File: config.mk
export PLATFORM = sky130hd
export DESIGN_NAME = data_mem_arbiter
export DESIGN_NICKNAME = d
export VERILOG_FILES = /design/src/rtl/data_mem_arbiter_pkg.sv /design/src/rtl/data_mem_arbiter_burst_counter.sv /design/src/rtl/data_mem_arbiter.sv
export SDC_FILE = /design/constraint.sdc
export NUM_CORES = 1
export LEC_CHECK = 0
export CORE_MARGIN = 2
export CORE_UTILIZATION = 34
export DETAILED_ROUTE_END_ITERATION = 8
export GPL_TIMING_DRIVEN = 1
export PLACE_DENSITY_LB_ADDON = 0.05
export SLEW_MARGIN = 20
export SYNTH_ARGS = -nofsm -noshare
export SYNTH_HDL_FRONTEND = slang
export SYNTH_SLANG_ARGS = --single-unit
File: constraint.sdc
create_clock -name clk -period 3.1 [get_ports clk]
set_input_delay 0.465 -clock clk [delete_from_list [all_inputs] [get_ports clk]]
set_output_delay 0.465 -clock clk [all_outputs]
set_load 0.01 [all_outputs]
File: src/rtl/data_mem_arbiter_pkg.sv
// Shared types and constants for the data memory arbiter.
package mem_arb_pkg;

   localparam int DATA_W_DEF = 22;
   localparam int WAIT_W     = 16;

   typedef enum logic [1:0] {
      OWN_NONE = 2'd0,
      OWN_CPU  = 2'd1,
      OWN_HOST = 2'd2
   } owner_t;

endpackage

File: src/rtl/data_mem_arbiter_burst_counter.sv
// Burst length counter for the arbiter: load-to-one, saturating increment, clear.
module arb_burst_counter #(
   parameter  int MAX_BURST = 8,
   localparam int CNT_W     = $clog2(MAX_BURST + 1)
) (
   input  logic             clk,
   input  logic             rst,
   input  logic             load_one,
   input  logic             incr,
   input  logic             clear,
   output logic [CNT_W-1:0] cnt,
   output logic             limit_hit
);

   localparam logic [CNT_W-1:0] CNT_MAX = CNT_W'(MAX_BURST);
   localparam logic [CNT_W-1:0] CNT_ONE = CNT_W'(1);

   always_ff @(posedge clk) begin
      if (rst || clear) begin
         cnt <= '0;
      end else if (load_one) begin
         cnt <= CNT_ONE;
      end else if (incr && (cnt != CNT_MAX)) begin
         cnt <= cnt + CNT_ONE;
      end
   end

   assign limit_hit = (cnt == CNT_MAX);

endmodule

File: src/rtl/data_mem_arbiter.sv
// Two-port arbiter (CPU, host) for the single-port data RAM with bounded
// burst ownership and tagged read return.
module data_mem_arbiter
   import mem_arb_pkg::*;
#(
   parameter int DATA_W    = DATA_W_DEF,
   parameter int MAX_BURST = 8,
   parameter int RD_LAT    = 1
) (
   input  logic              clk,
   input  logic              rst,
   input  logic              cpu_req,
   input  logic              cpu_we,
   input  logic [DATA_W-1:0] cpu_adr,
   input  logic [DATA_W-1:0] cpu_wdata,
   output logic              cpu_gnt,
   output logic              cpu_rvalid,
   input  logic              host_req,
   input  logic              host_we,
   input  logic [DATA_W-1:0] host_adr,
   input  logic [DATA_W-1:0] host_wdata,
   output logic              host_gnt,
   output logic              host_rvalid,
   output logic [DATA_W-1:0] rdata,
   output logic              mem_we,
   output logic [DATA_W-1:0] mem_adr,
   output logic [DATA_W-1:0] mem_wdata,
   input  logic [DATA_W-1:0] mem_rdata,
   output logic [1:0]        owner,
   output logic [WAIT_W-1:0] wait_cnt
);

   if (RD_LAT != 1) begin : g_rd_lat_chk
      $error("data_mem_arbiter: only RD_LAT == 1 is supported");
   end
   if ((MAX_BURST < 1) || (MAX_BURST > 255)) begin : g_burst_chk
      $error("data_mem_arbiter: MAX_BURST must be in 1..255");
   end

   localparam int CNT_W = $clog2(MAX_BURST + 1);

   owner_t           state_q;
   owner_t           state_d;
   logic             cpu_sel;
   logic             host_sel;
   logic             cnt_load;
   logic             cnt_incr;
   logic             cnt_clear;
   logic             limit_hit;
   logic [CNT_W-1:0] burst_cnt;
   logic             rd_tag_vld_p1;
   logic             rd_tag_host_p1;
   logic             wait_inc;

   arb_burst_counter #(
      .MAX_BURST (MAX_BURST)
   ) u_burst_counter (
      .clk       (clk),
      .rst       (rst),
      .load_one  (cnt_load),
      .incr      (cnt_incr),
      .clear     (cnt_clear),
      .cnt       (burst_cnt),
      .limit_hit (limit_hit)
   );

   // The owner keeps the port until its burst limit is reached while the
   // other side waits; an idle owner hands over in the same cycle.
   always_comb begin
      cpu_sel   = 1'b0;
      host_sel  = 1'b0;
      state_d   = OWN_NONE;
      cnt_load  = 1'b0;
      cnt_incr  = 1'b0;
      cnt_clear = 1'b0;
      case (state_q)
         OWN_CPU: begin
            if (cpu_req && (!limit_hit || !host_req)) begin
               cpu_sel  = 1'b1;
               state_d  = OWN_CPU;
               cnt_incr = 1'b1;
            end else if (host_req) begin
               host_sel = 1'b1;
               state_d  = OWN_HOST;
               cnt_load = 1'b1;
            end else begin
               cnt_clear = 1'b1;
            end
         end
         OWN_HOST: begin
            if (host_req && (!limit_hit || !cpu_req)) begin
               host_sel = 1'b1;
               state_d  = OWN_HOST;
               cnt_incr = 1'b1;
            end else if (cpu_req) begin
               cpu_sel  = 1'b1;
               state_d  = OWN_CPU;
               cnt_load = 1'b1;
            end else begin
               cnt_clear = 1'b1;
            end
         end
         default: begin
            if (cpu_req) begin
               cpu_sel  = 1'b1;
               state_d  = OWN_CPU;
               cnt_load = 1'b1;
            end else if (host_req) begin
               host_sel = 1'b1;
               state_d  = OWN_HOST;
               cnt_load = 1'b1;
            end else begin
               cnt_clear = 1'b1;
            end
         end
      endcase
      if (rst) begin
         cpu_sel  = 1'b0;
         host_sel = 1'b0;
      end
   end

   always_ff @(posedge clk) begin
      if (rst) begin
         state_q <= OWN_NONE;
      end else begin
         state_q <= state_d;
      end
   end

   assign cpu_gnt   = cpu_sel;
   assign host_gnt  = host_sel;
   assign owner     = state_q;
   assign mem_we    = (cpu_sel & cpu_we) | (host_sel & host_we);
   assign mem_adr   = cpu_sel ? cpu_adr   : (host_sel ? host_adr   : '0);
   assign mem_wdata = cpu_sel ? cpu_wdata : (host_sel ? host_wdata : '0);

   // Read tag stage: remembers who issued the read accepted last cycle
   always_ff @(posedge clk) begin
      if (rst) begin
         rd_tag_vld_p1  <= 1'b0;
         rd_tag_host_p1 <= 1'b0;
      end else begin
         rd_tag_vld_p1  <= (cpu_sel & ~cpu_we) | (host_sel & ~host_we);
         rd_tag_host_p1 <= host_sel;
      end
   end

   assign cpu_rvalid  = rd_tag_vld_p1 & ~rd_tag_host_p1 & ~rst;
   assign host_rvalid = rd_tag_vld_p1 &  rd_tag_host_p1 & ~rst;
   assign rdata       = mem_rdata;

   assign wait_inc = (cpu_req & ~cpu_sel) | (host_req & ~host_sel);

   always_ff @(posedge clk) begin
      if (rst) begin
         wait_cnt <= '0;
      end else if (wait_inc && (wait_cnt != {WAIT_W{1'b1}})) begin
         wait_cnt <= wait_cnt + 1'b1;
      end
   end

endmodule

==> results of run 1 <==
==> how the worst max path moves through the flow <==
stage	slack (ns)	startpoint	end
2_1_floorplan	0.57	owner[0]$_SDFF_PP0_	mem_adr[14]
3_3_place_gp	-0.02	host_req	mem_wdata[3]
3_5_place_dp	-0.01	host_req	mem_wdata[3]
4_1_cts	0.02	owner[0]$_SDFF_PP0_	mem_we
5_1_grt	-0.02	u_burst_counter.cnt[1]$_SDFFE_PP0P_	mem_adr[4]
6_report	0.08	u_burst_counter.cnt[0]$_SDFFE_PP0P_	mem_wdata[0]
==> flip-flops by register name (all words and copies together), names as in the netlist <==
name                 flops
rd_tag_vld_p1            1
owner                    2
u_burst_counter.cnt      4
rd_tag_host_p1           1
wait_cnt                16
==> cell families (layout without fill, tap and decap cells) <==
kind of cell | after synthesis | in the layout | share of synthesized area, %
AOI/OAI and AO/OA | 31 | 31 | 7.90
DFF | 24 | 24 | 18.2
and+or+nand+nor | 167 | 167 | 34.8
buffers and inverters | 59 | 192 | 12.9
muxes | 54 | 54 | 22.9
adders and majority gates | 5 | 5 | 2.36
xor gates and xnor gates | 3 | 3 | 0.993
==> power breakdown <==
part / switching (W) / leakage (nW) / total [W] / internal [W]
logic: 0.000204 / 1.57 / 0.000474 / 0.000269
clock network: 0.0000982 / 0.0216 / 0.000185 / 0.0000869
registers: 0.0000119 / 0.195 / 0.000328 / 0.000316
total: 0.000314 / 1.79 / 0.000987 / 0.000673
==> per-layer routing <==
metal	vias to the layer above	global-route usage (%)	wire length (um)
li1	1483	-	-
met2	99	36.0	4560
met1	1357	23.8	3660
met3	6	5.92	676
met5	-	0	0
met4	0	4.48	88
==> cell usage in the layout, fill, tap and decap left out, drive strengths merged, types with 9 or more instances in the layout <==
master / n
nor2: 9
buf: 18
clkdlybuf4s50: 115
a21oi: 13
nor2b: 9
inv: 10
nand2: 51
dfxtp: 24
nor3: 48
mux2: 52
dlygate4sd2: 42
==> area by class of cell <==
cell class | instances | share of cell area (%)
Clock buffer | 3 | 0.952
Inverter | 10 | 0.865
Multi-Input combinational cell | 260 | 43.1
Sequential cell | 24 | 11.1
Tap cell | 102 | 2.94
Timing Repair Buffer | 179 | 41.0
==> stage by stage <==
| stage | setup slack, ns | instance area (um^2) | util, % | total power (W) | setup TNS [ns] |
|---|---|---|---|---|---|
| 2_1_floorplan | 0.568 | 2650 | - | 0.000578 | 0 |
| 4_1_cts | 0.0167 | 4260 | 55.7 | 0.000984 | 0 |
| 3_3_place_gp | -0.0216 | 4270 | 55.9 | 0.000819 | -0.112 |
| 5_1_grt | -0.0195 | 4340 | 56.7 | 0.00104 | -0.234 |
| 3_5_place_dp | -0.0149 | 4270 | 55.9 | 0.000823 | -0.0987 |
| 6_report | 0.0775 | 4340 | 56.7 | 0.000987 | 0 |
==> repair_timing <==
action	CTS	global route
endpoints found under the setup margin	44	46
gates resized for setup	46	11
setup buffers	0	2
pin swaps	0	1
cloned	0	2
==> critical path, cell delays in order (launching register included) <==
cell                            delay, ns
sky130_fd_sc_hd__dfxtp_2             0.35
sky130_fd_sc_hd__inv_1               0.06
sky130_fd_sc_hd__ha_2                0.20
sky130_fd_sc_hd__nand3b_2            0.11
sky130_fd_sc_hd__mux2i_2             0.19
sky130_fd_sc_hd__a2111oi_4           0.37
sky130_fd_sc_hd__buf_4               0.20
sky130_fd_sc_hd__buf_12              0.18
sky130_fd_sc_hd__mux2_2              0.35
sky130_fd_sc_hd__dlygate4sd2_1       0.29
==> results.txt, run 1 <==
The maximum net fanout on the critical path came out at 23. The detailed-route DRC error count came out at 0. Port buffering added 160 buffers.

The run finished with clean final reports. The arrival time reported for the critical path endpoint is 2.56 ns. The per-cell routed wire length came out at 15.6 um. The global placement routability congestion is 0.815. The die span in x is 92.2 um.

The worst hold path terminates at wait_cnt[13]$_SDFFE_PP0P_. The clock edge transition at the registers on the reported setup and hold paths came out at 0.09 ns. The layout cell share with drive strength beyond 1 came out at 17.6%. Setup violations remaining at the end of the flow were counted as 0.

The die extent in y is 92.2 um. From synthesis to final layout, the design area changed by 63.9%. The total number of clock tree sinks is 24. The clock root buffer is sky130_fd_sc_hd__clkbuf_8.

STA classifies the critical path startpoint as a flop. After synthesis, flip-flops and latches occupy 18.2% of the total area. The depth of the worst register-to-register path came out at 8. Global routing consumed, over all layers together, 20.2% of the routing resources. The number of buffers on the longest clock path is 2. The HPWL reported at the end of detailed placement came out at 6550 um.

The final number of max-transition violations is 0. The largest net degree at the start of global routing is 48. The worst hold path begins at wait_cnt[13]$_SDFFE_PP0P_. The largest voltage drop on the vdd net came out at 0.142 mV. The full die area came out at 8500 um^2. The number of antenna violations at the first check in global routing came out at 0. The transition time at the pin with the least slew margin is 0.829 ns. The final standard cell count with taps included and fillers excluded came out at 578. STA classifies the critical path endpoint as a primary output.

Yosys printed 0 warnings. The classification of the worst-slack hold path is flop to flop. The iteration count of the initial detailed-routing pass is 6. The number of cells in the design after placement came out at 571. The via density per instance came out at 5.10. The worst setup path category is flop to primary output. The mapped cell area is 2650 um^2. Of the post-synthesis cell area, the dominant cell type holds 18.3%. The number of synthesized flops with an enable pin is 0. For this configuration, the core starts out at a cell density of 34.6%. The number of placement rows came out at 32. The final layout contains routed wiring with a total length of 8990 um.

The fill cell instance count of the final layout is 749. The tool flagged a number of max-cap violations equal to 0. The final route contains 2945 vias. The sequential cells in the finished layout cover a total of 483 um^2. The area of the placeable core came out at 7650 um^2. The number of hold buffers added after cts came out at 0. The number of nets in the synthesized netlist is 464.

After layout, the worst path uses 97.5% of the clock period. Global routing finished with a remaining overflow of 0. TritonCTS built the clock tree. The number of clock buffers added by TritonCTS is 3.

The share of flip-flops with an asynchronous set or reset after synthesis came out at 0%. The synthesized area divided by synthesized cell count is 7.72 um^2. The commonest cells after synthesis are 51 x sky130_fd_sc_hd__nand2_1, 48 x sky130_fd_sc_hd__nor3_1, 43 x sky130_fd_sc_hd__mux2_2. The worst-case headroom to the max-slew limit is 44.3%.

CTS built an H-tree with a depth of 1. In this run the remaining antenna-violating nets after routing total 0. The number of antenna repair diodes came out at 0. Setup repair after global routing could not meet its margin everywhere. The data required time of the worst path is 2.63 ns. The most common cell in the netlist is sky130_fd_sc_hd__nand2_1.

In the post-synthesis netlist, the biggest area contributors are sky130_fd_sc_hd__mux2_2 18%, sky130_fd_sc_hd__dfxtp_1 18%, sky130_fd_sc_hd__nor3_1 9.1%. The cell type with the largest total area after synthesis is sky130_fd_sc_hd__mux2_2. The startpoint identified for the worst register-to-register timing path is owner[0]$_SDFF_PP0_. The fmax came out at 331 MHz. In this run the register-to-register setup slack is 0.85 ns. The post-route worst hold slack came out at 0.546 ns. The via count of the first global-routing pass is 2965. The number of different library cells in the post-synthesis netlist came out at 50. The worst-case clock skew is 0.00498 ns. The violation count after the first detailed-route iteration is 84. The main flop type after synthesis is sky130_fd_sc_hd__dfxtp_1. The power density normalized to cell area is 228 nW/um^2.

The area of the multi-input gates came out at 1870 um^2. The global-route wire length before repair is 14400 um. The final net count came out at 599. The synthesized instance count is 343. The post-synthesis register bit count is 24. The insertion delay to the later sink of the worst-skew pair came out at 0.26 ns. The cell leakage power came out at 1.79 nW. The number of cells on the worst hold path came out at 2.

The worst register-to-register path ends at wait_cnt[10]$_SDFFE_PP0P_. The final period demand of the worst path came out at 3.02 ns. The count of final hold-check violations came to 0. In this run the count of I/O pins placed on the die edge is 205.
Power figures use the tool's default switching activity.
==> run 2: changes to the inputs <==
--- a/constraint.sdc
+++ b/constraint.sdc
@@ -3,2 +3,2 @@
 set_output_delay 0.465 -clock clk [all_outputs]
-set_load 0.01 [all_outputs]
+set_load 0.1 [all_outputs]
==> run 2 against run 1 <==
Against the previous run: sequential power about the same; largest cell class is now buffers; fmax up 0.69%; critical path type unchanged; flip-flop and latch count unchanged; sequential share of layout area down 1.1 points; largest power group unchanged; critical endpoint is now mem_wdata[11]; hold slack worse by 0.0073 ns; non-clock buffer count down 7; register-to-register slack better by 0.07 ns.
==> results.txt, run 2 (same netlist as run 1, synthesis figures left out) <==
Subtracting the final worst setup slack from the clock period gives 3.00 ns. The root buffer cell chosen for the clock tree is sky130_fd_sc_hd__clkbuf_8. The fraction of the cycle the final worst path needs is 96.8%. The launch point of the worst reg-to-reg path is wait_cnt[0]$_SDFFE_PP0P_.

The cell leakage power is 1.88 nW. Final hold analysis gives a worst-case slack of 0.539 ns. The largest net degree at the start of global routing is 48. The area of the placeable core came out at 7650 um^2. The number of antenna repair diodes is 0. The length of routed met3 wiring came out at 1050 um. From left edge to right edge, the die measures 92.2 um. The highest routing layer actually used is met4. The worst hold path begins at wait_cnt[13]$_SDFFE_PP0P_. The final net count came out at 592. The setup check on the worst reg-to-reg path leaves a slack of 0.92 ns. The die extent in y came out at 92.2 um. The max-cap check violation count is 0. The via count of the first global-routing pass is 2885.

Dividing total power by cell area gives a power density of 307 nW/um^2. Global routing finished with a remaining overflow of 0. The number of antenna violations at the first check in global routing came to 0. The routed via count came out at 2990. The iteration count of the initial detailed-routing pass is 5. The first global-routing pass estimated 14500 um of wire.

Derived from the worst setup path, the maximum achievable clock frequency is 333 MHz. The number of hold buffers added after CTS was 0. STA classifies the critical path endpoint as a primary output. The detailed-route DRC error count came out at 0. The number of top-level design ports is 205. For the pin with the worst max-slew slack, the measured transition is 0.830 ns. The clock tree from TritonCTS is built.

The HPWL reported at the end of detailed placement is 6990 um. In this run the critical register-to-register path is captured at wait_cnt[7]$_SDFFE_PP0P_. The floorplan has 32 rows. The insertion delay to the later sink of the worst-skew pair is 0.26 ns.

The worst-case clock skew is 0.00640 ns. The initial utilization of the core area, before any placement, comes to 34.6%. The data required time of the worst path came out at 2.63 ns.

The critical path is of the flop to primary output type. The most common cell after layout, fill and taps aside is sky130_fd_sc_hd__clkdlybuf4s50_1. The number of flip-flops in the largest register is 16. The worst-case headroom to the max-slew limit came out at 44.2%. At the worst endpoint, the arrival time is 2.54 ns. Counting flops per register, the top entry is wait_cnt.

The number of placed instances, taps included, is 564. The number of buffers on the longest clock path is 2. The count of nets left with antenna violations after detail routing is 0.

The final core utilization came out at 63.3%. The total wirelength of the detailed-routed design is 9450 um. In the layout the commonest cells are 93 x sky130_fd_sc_hd__clkdlybuf4s50_1, 53 x sky130_fd_sc_hd__buf_12, 51 x sky130_fd_sc_hd__nand2_1.

The violation count after the first detailed-route iteration is 75. Counting cells, the worst reg-to-reg path comes to 5. The maximum net fanout on the critical path is 11. The count of buffers added on input and output ports is 160. Clock-pin slew was measured on the worst setup and hold paths at 0.09 ns. The H-tree depth is 1. The run finished with clean final reports.

The worst setup path is launched from a flop. The layout cell share with drive strength beyond 1 is 31.3%. Compared with the post-synthesis result, the final layout area differs by 83.0%. The number of cells on the worst hold path is 2.

The count of cells in the finished layout, fillers not included, comes to 572. The per-cell routed wire length came out at 16.5 um. The classification of the worst-slack hold path is flop to flop.

The global placement routability congestion came out at 0.793. The setup-violating endpoint count in the final report came out at 0. The clock buffer count from CTS came out at 3.

The detailed-routing wirelength on met1 is 3470 um. The via density per instance came out at 5.23. The die covers 8500 um^2. The final number of max-transition violations is 0. Across every metal layer, demand over resource in global routing totals 20.9%. The largest voltage drop on the vdd net is 0.211 mV. The routed wire length on met2 came out at 4720 um. The total number of clock tree sinks came out at 24.

The count of final hold-check violations is 0. The path with the worst hold slack has its endpoint at wait_cnt[13]$_SDFFE_PP0P_.
run 2: cell count changes in the layout (fill, tap and decap cells not counted), moves of 2 or more:
cell / change
sky130_fd_sc_hd__buf_12: +48
sky130_fd_sc_hd__dlygate4sd2_1: -42
sky130_fd_sc_hd__clkdlybuf4s15_1: -2
sky130_fd_sc_hd__clkdlybuf4s50_1: -22
sky130_fd_sc_hd__buf_4: +10
run 2: stage by stage:
| stage | area [um^2] | setup TNS [ns] | setup slack [ns] | power, W |
|---|---|---|---|---|
| floorplan | 2680 | -0.162 | -0.162 | 0.00103 |
| global placement | 4690 | 0 | 0.264 | 0.00128 |
| global route | 4840 | -0.138 | -0.0129 | 0.00155 |
| detailed placement | 4690 | 0 | 0.259 | 0.00128 |
| CTS | 4730 | 0 | 0.0453 | 0.00147 |
| finish | 4840 | 0 | 0.0983 | 0.00149 |
run 2: how the worst max path moves through the flow:
| stage | from | endpoint | slack [ns] | cells past startpoint |
|---|---|---|---|---|
| detailed placement | host_req | mem_adr[11] | 0.26 | 6 |
| finish | u_burst_counter.cnt[1]$_SDFFE_PP0P_ | mem_wdata[11] | 0.1 | 9 |
| global placement | host_req | mem_wdata[21] | 0.26 | 6 |
| CTS | owner[0]$_SDFF_PP0_ | mem_wdata[20] | 0.05 | 7 |
| global route | u_burst_counter.cnt[1]$_SDFFE_PP0P_ | mem_wdata[0] | -0.01 | 9 |
| floorplan | owner[1]$_SDFF_PP0_ | mem_we | -0.16 | 6 |
run 2: power by group:
| group | internal, W | switching [W] |
|---|---|---|
| clock network | 0.0000917 | 0.000100 |
| logic | 0.000393 | 0.000575 |
| registers | 0.000316 | 0.0000120 |
run 2: per-layer routing:
layer / vias to the layer above / GRT usage [%]
li1: 1468 / -
met1: 1390 / 22.9
met2: 118 / 35.8
met3: 14 / 10.4
met4: 0 / 5.72
met5: - / 0
run 2: repair_timing:
item | 4_1_cts | 5_1_grt
setup buffers | 0 | 1
setup endpoints to repair | 0 | 44
gates resized for setup | 0 | 12
run 2: area by class of cell:
class / count / area (um^2)
inverter: 10 / 37.5
sequential: 24 / 485
timing repair buffer: 172 / 2230
clock buffer: 4 / 45.0
multi-input combinational: 260 / 1910
tap: 102 / 128
fill: 671 / 2800
run 2: critical path: stages (launching register included):
cell and delay, ns:
sky130_fd_sc_hd__dfxtp_1 0.34, sky130_fd_sc_hd__inv_1 0.09, sky130_fd_sc_hd__ha_4 0.16, sky130_fd_sc_hd__nand3b_4 0.11, sky130_fd_sc_hd__mux2i_2 0.20, sky130_fd_sc_hd__a2111oi_4 0.45
sky130_fd_sc_hd__buf_6 0.19, sky130_fd_sc_hd__clkbuf_16 0.18, sky130_fd_sc_hd__mux2_2 0.36, sky130_fd_sc_hd__buf_12 0.17
